File: src/rtl/mb_tx_serializer.sv
// ============================================================================
// mb_tx_serializer : UCIe 16-lane mainband transmit serializer.
// Buffers 64-byte flits and shifts each one out as 4 fragments of 8 UI.
// Revision : 1.0
// ============================================================================
`default_nettype none

module mb_tx_serializer #(
  parameter int flit_buffer_size = 4
) (
  input  logic             periph_clkPins_i,
  input  logic             reset,
  input  logic             flit_valid_i,
  input  logic [63:0][7:0] flit_data_i,
  output logic             flit_ready_o,
  output logic             valid_oPin,
  output logic [15:0]      dataPins_o,
  output logic [1:0]       periph_clkPins_o,
  output logic             tx_idle_o
);

  localparam int AW = $clog2(flit_buffer_size);
  localparam int CW = AW + 1;
  localparam logic [CW-1:0] DEPTH = CW'(flit_buffer_size);

  localparam logic [0:0] IDLE = 1'b0;
  localparam logic [0:0] SEND = 1'b1;

  logic [63:0][7:0] mem [flit_buffer_size];
  logic [AW-1:0]    wr_ptr;
  logic [AW-1:0]    rd_ptr;
  logic [CW-1:0]    count;
  logic [0:0]       state;
  logic [2:0]       ui;
  logic [1:0]       frag;

  logic             push;
  logic             pop;
  logic             go;
  logic [2:0]       nxt_ui;
  logic [1:0]       nxt_frag;
  logic [5:0]       byte_idx;
  logic [15:0]      lanes;

  assign flit_ready_o = !reset && (count < DEPTH);
  assign push         = flit_valid_i && flit_ready_o;
  assign tx_idle_o    = (state == IDLE) && (count == '0);

  // ui/frag hold the position currently on the pins; nxt_* is what the
  // coming edge drives. In SEND the 5-bit position simply counts up and
  // wraps from frag 3 / UI 7 back to frag 0 / UI 0 of the next head entry.
  always_comb begin
    nxt_ui   = 3'd0;
    nxt_frag = 2'd0;
    go       = 1'b0;
    if (state == IDLE) begin
      go = (count != '0);
    end else begin
      {nxt_frag, nxt_ui} = {frag, ui} + 5'd1;
      go = !((frag == 2'd3) && (ui == 3'd7)) || (count != '0);
    end
  end

  assign pop = go && (nxt_frag == 2'd3) && (nxt_ui == 3'd7);

  always_comb begin
    lanes    = 16'h0;
    byte_idx = 6'd0;
    for (int b = 0; b < 16; b++) begin
      byte_idx = {nxt_frag, b[3:0]};
      lanes[b] = mem[rd_ptr][byte_idx][nxt_ui];
    end
  end

  // Flit storage carries no reset; occupancy is tracked by count alone.
  always_ff @(posedge periph_clkPins_i) begin
    if (push) begin
      mem[wr_ptr] <= flit_data_i;
    end
  end

  always_ff @(posedge periph_clkPins_i) begin
    if (reset) begin
      wr_ptr <= '0;
      rd_ptr <= '0;
      count  <= '0;
    end else begin
      wr_ptr <= wr_ptr + AW'(push);
      rd_ptr <= rd_ptr + AW'(pop);
      case ({push, pop})
        2'b10:   count <= count + CW'(1);
        2'b01:   count <= count - CW'(1);
        default: count <= count;
      endcase
    end
  end

  always_ff @(posedge periph_clkPins_i) begin
    if (reset) begin
      state            <= IDLE;
      ui               <= 3'd0;
      frag             <= 2'd0;
      dataPins_o       <= 16'h0;
      valid_oPin       <= 1'b0;
      periph_clkPins_o <= 2'b00;
    end else if (go) begin
      state            <= SEND;
      ui               <= nxt_ui;
      frag             <= nxt_frag;
      dataPins_o       <= lanes;
      valid_oPin       <= !nxt_ui[2];
      periph_clkPins_o <= nxt_ui[0] ? 2'b10 : 2'b01;
    end else begin
      state            <= IDLE;
      ui               <= 3'd0;
      frag             <= 2'd0;
      dataPins_o       <= 16'h0;
      valid_oPin       <= 1'b0;
      periph_clkPins_o <= 2'b00;
    end
  end

endmodule

`default_nettype wire

File: config.mk
export PLATFORM = sky130hd
export DESIGN_NAME = mb_tx_serializer
export DESIGN_NICKNAME = d
export VERILOG_FILES = /design/src/rtl/mb_tx_serializer.sv
export SDC_FILE = /design/constraint.sdc
export NUM_CORES = 2
export LEC_CHECK = 0
export ABC_CLOCK_PERIOD_IN_PS = 49600
export CAP_MARGIN = 30
export CELL_PAD_IN_SITES_DETAIL_PLACEMENT = 0
export CELL_PAD_IN_SITES_GLOBAL_PLACEMENT = 1
export CORE_MARGIN = 2
export CORE_UTILIZATION = 47
export CTS_CLUSTER_DIAMETER = 60
export CTS_CLUSTER_SIZE = 10
export DETAILED_ROUTE_END_ITERATION = 6
export GPL_TIMING_DRIVEN = 1
export PLACE_DENSITY_LB_ADDON = 0.12
export SLEW_MARGIN = 5
export SYNTH_ARGS = -nofsm -noshare
export SYNTH_HDL_FRONTEND = slang
export SYNTH_SLANG_ARGS = --single-unit
File: constraint.sdc
create_clock -name periph_clkPins_i -period 49.6 [get_ports periph_clkPins_i]
set_input_delay 14.88 -clock periph_clkPins_i [delete_from_list [all_inputs] [get_ports periph_clkPins_i]]
set_output_delay 14.88 -clock periph_clkPins_i [all_outputs]
set_load 0.05 [all_outputs]
==> results.txt <==
- Netlist Area Pre-Place: 79000 um2
- At the later pin of the worst-skew pair, clock insertion delay measures 0.85 ns.
- Clock tree synthesis found a total of 2079 sinks.
* Setup violations, final: 0
* Critical path start-end classification: input pin to output port
- The clock period could shrink to 31.41 ns.
- Count of buffering cells on the critical path with inverters included: 2
- Critical-path maximum fanout: 9
- Timing would allow up to 31.8 MHz.
- Dpl cell area: 86800 um2
- Leakage power: 0.0290 uW
* Max-slew headroom at the worst pin: 24.8%
- Syn nets: 4092
- Using the TritonRoute via totals, the vias-per-cell ratio works out to 5.86.
- With fillers left out, the area of the finished cells amounts to 93200 um2.
* Post-detailed-route DRC marker count: 0
* Proportion of register bits with asynchronous set or reset after synthesis: 0%
- The synthesized design contains 2079 register bits.
- By area the synthesized netlist is led by sky130_fd_sc_hd__edfxtp_1, sky130_fd_sc_hd__mux4_2, sky130_fd_sc_hd__nand2_1, sky130_fd_sc_hd__nand3_1, sky130_fd_sc_hd__mux2i_1.
- First-pass GRT wire length: 292 mm
- After clock tree synthesis, the repair step resized 0 gates.
- Post-Route Setup TNS: 0 ns
- The max-slew violation count is 0.
- Once detail routing completed, the nets flagged for antenna violations numbered 0.
* Placed Instances: 6185
* Power density of the placed cells: 38.7 nW/um2
- Number of violations reported at the end of detailed-routing iteration 0: 3556
- Total number of H-tree levels: 4
- STA classifies the critical path endpoint as an output port.
* Top-area cell type share of the netlist area: 77.8%
* Cell with the largest stage delay on the worst path: sky130_fd_sc_hd__clkdlybuf4s50_1
- Clock Path Buffers: 3
- Final core utilization: 55.8%
* Critical Path Max Stage Delay: 0.83 ns
* Initial cell density of the core: 47.3%
* Leading area contributor after synthesis: sky130_fd_sc_hd__edfxtp_1
- Signal routing reaches up to met5.
- Leaving out fill and tap cells, the most frequent cells in the layout are sky130_fd_sc_hd__edfxtp_1, sky130_fd_sc_hd__clkdlybuf4s50_1, sky130_fd_sc_hd__mux4_2, sky130_fd_sc_hd__nand2_1, sky130_fd_sc_hd__clkbuf_16.
- Most frequent standard cell in the layout excluding fill and tap cells: sky130_fd_sc_hd__edfxtp_1
- The final route contains 38100 vias.
- After global routing the overflow that remains totals 0.
* Family of cells with the greatest summed delay on the critical path: buffers and inverters
- CTS Root Buffer Type: sky130_fd_sc_hd__clkbuf_16
* Syn avg cell area: 22.1 um2
- Across the VDD grid, the largest voltage drop is 0.0371 mV.
- The congestion estimate from routability-driven global placement came to 0.806.
- The worst setup path is launched from an input pin.
* Share of the cycle needed by the critical path after routing: 63.3%
- Walking the worst path, the cells encountered are clkdlybuf4s50_1, nor2_1, clkdlybuf4s50_1.
- Number of different library cells in the post-synthesis netlist: 40
- Most frequent CP cell: sky130_fd_sc_hd__clkdlybuf4s50_1
- Synthesis-to-finish area growth: 17.9%
- Post-detailed-placement half-perimeter wirelength: 129 mm
- Layout filler cell count: 12700
* Number of global-route vias before repair: 38900
- In the final routed layout, each cell accounts on average for 31.8 um.
- In this run the tool buffered the top-level ports with 535 buffer cells.
* CTS tree: yes
- Post-Route M1 WL: 83.7 mm
* Number of nets in the final layout: 4736
- Entering global routing, the biggest net connects 142 pins.
* Die area: 171000 um2
- Worst hold path type: register to register
* Data required, critical path: 34.72 ns
* Floorplan row count: 150
* Core Footprint: 167000 um2
- Metal2 WL: 105 mm
- For this run, the leading register cell type out of synthesis is sky130_fd_sc_hd__edfxtp_1.
* Amount of wire on met3 after detailed routing: 11.6 mm
* Clock transition time at the flip-flop clock pins of the worst setup and hold paths: 0.06 ns
* Die height: 414 um
- Outcome: completed
- Layout Cells excl Fill: 6503
* Synthesis Warnings: 0
- The first TritonRoute pass finished after 5 iterations.
- Total CTS buffers: 228
- # Post-CTS Setup Buffers: 0
- Number of antenna violations at the first check in global routing: 96
- Post-Route Skew: 0.0284 ns
* Fraction of layout instances using a drive strength above 1: 20.0%
- STA puts the critical path data arrival time at 16.53 ns.
* Number of flops mapped to enable cells by yosys: 2048
* Die W: 414 um
* Hold violation total from the final report: 0
- Sequential-to-total area share from yosys stat: 78.6%
- Slew at the pin closest to its max-slew limit: 1.13 ns
* Gate count after technology mapping: 3571
- Max-capacitance violation count: 0
- Global routing consumed, over all layers together, 24.1% of the routing resources.
- Setup repair after global routing left no endpoint under its margin.
* Number of I/O pins: 536
- Wires add up to 207 mm.
- For this design, the CTS-stage hold fixing added 0 buffers.
-- kinds of logic after synthesis --
group                    after synthesis  share of synthesized area [%]
multiplexers                         579                           15.5
adder cells (fa/ha/maj)                6                          0.105
XOR/XNOR                               5                         0.0649
buffers and inverters                200                           1.46
AO/OA/AOI/OAI                         71                          0.770
AND/OR/NAND/NOR                      631                           3.53
flip-flops                          2079                           78.6
-- worst min-delay path, cell delays in order (launching register included) --
cell	delay, ns
sky130_fd_sc_hd__dfxtp_1	0.37
sky130_fd_sc_hd__o21ai_0	0.10
sky130_fd_sc_hd__a21oi_1	0.06
-- metrics by stage --
| step | setup WS, ns | hold WS (ns) | power, uW |
|---|---|---|---|
| after floorplan | 10.78 | 0.494 | 2100 |
| after global placement | 18.13 | 0.585 | 2170 |
| after detailed placement | 18.17 | 0.590 | 2170 |
| after CTS | 18.17 | 0.599 | 3640 |
| after global routing | 18.15 | 0.640 | 3710 |
| final | 18.19 | 0.587 | 3600 |
-- state kept, by name, indices dropped and copies added (netlist names) --
signal            cells
mem                2048
dataPins_o           16
count                 3
ui                    3
frag                  2
rd_ptr                2
wr_ptr                2
periph_clkPins_o      1
state                 1
valid_oPin            1
-- cell usage after synthesis, types with 2 or more instances --
cell type and instances:
sky130_fd_sc_hd__edfxtp_1 2048, sky130_fd_sc_hd__mux4_2 512, sky130_fd_sc_hd__nand2_1 390, sky130_fd_sc_hd__nand3_1 131
sky130_fd_sc_hd__buf_2 90, sky130_fd_sc_hd__nand4_1 80, sky130_fd_sc_hd__mux2i_1 65, sky130_fd_sc_hd__a32oi_1 64
sky130_fd_sc_hd__buf_4 40, sky130_fd_sc_hd__clkbuf_1 40, sky130_fd_sc_hd__dfxtp_1 31, sky130_fd_sc_hd__buf_6 19
sky130_fd_sc_hd__nor2_1 13, sky130_fd_sc_hd__buf_1 8, sky130_fd_sc_hd__ha_1 5, sky130_fd_sc_hd__a21oi_1 3
sky130_fd_sc_hd__and3_1 3, sky130_fd_sc_hd__nor2b_1 3, sky130_fd_sc_hd__xnor2_1 3, sky130_fd_sc_hd__inv_1 2
sky130_fd_sc_hd__nor3_2 2
-- layer usage --
layer  vias to the layer above  track usage (%)
met5                         -                0
met4                        30             8.00
met3                       401             4.41
met2                      1254             40.1
met1                     20200             32.5
li1                      16200                -
-- layout make-up --
type | instances | area, um2 | share of cell area, %
Multi-Input combinational cell | 1292 | 15800 | 17.0
Clock buffer | 279 | 5950 | 6.39
Inverter | 3 | 11.3 | 0.0121
Timing Repair Buffer | 611 | 6190 | 6.65
Tap cell | 2204 | 2760 | 2.96
Antenna cell | 16 | 40.0 | 0.0430
Clock inverter | 19 | 263 | 0.282
Sequential cell | 2079 | 62100 | 66.7
-- power breakdown --
part           switching, uW  internal, uW
registers               8.43          1970
logic                   86.8          65.4
clock network            638           830
total                    733          2870
-- worst paths after layout --
path | start | endpoint | slack (ns) | cells past startpoint
worst max-delay path | reset | flit_ready_o | 18.19 | 3
worst min register to register | count[2] | count[2] | 0.59 | 2
worst min-delay path | count[2] | count[2] | 0.59 | 2
worst max register to register | rd_ptr[0] | dataPins_o[14] | 44.40 | 9
No activity file was read; power rests on OpenSTA's default activity.
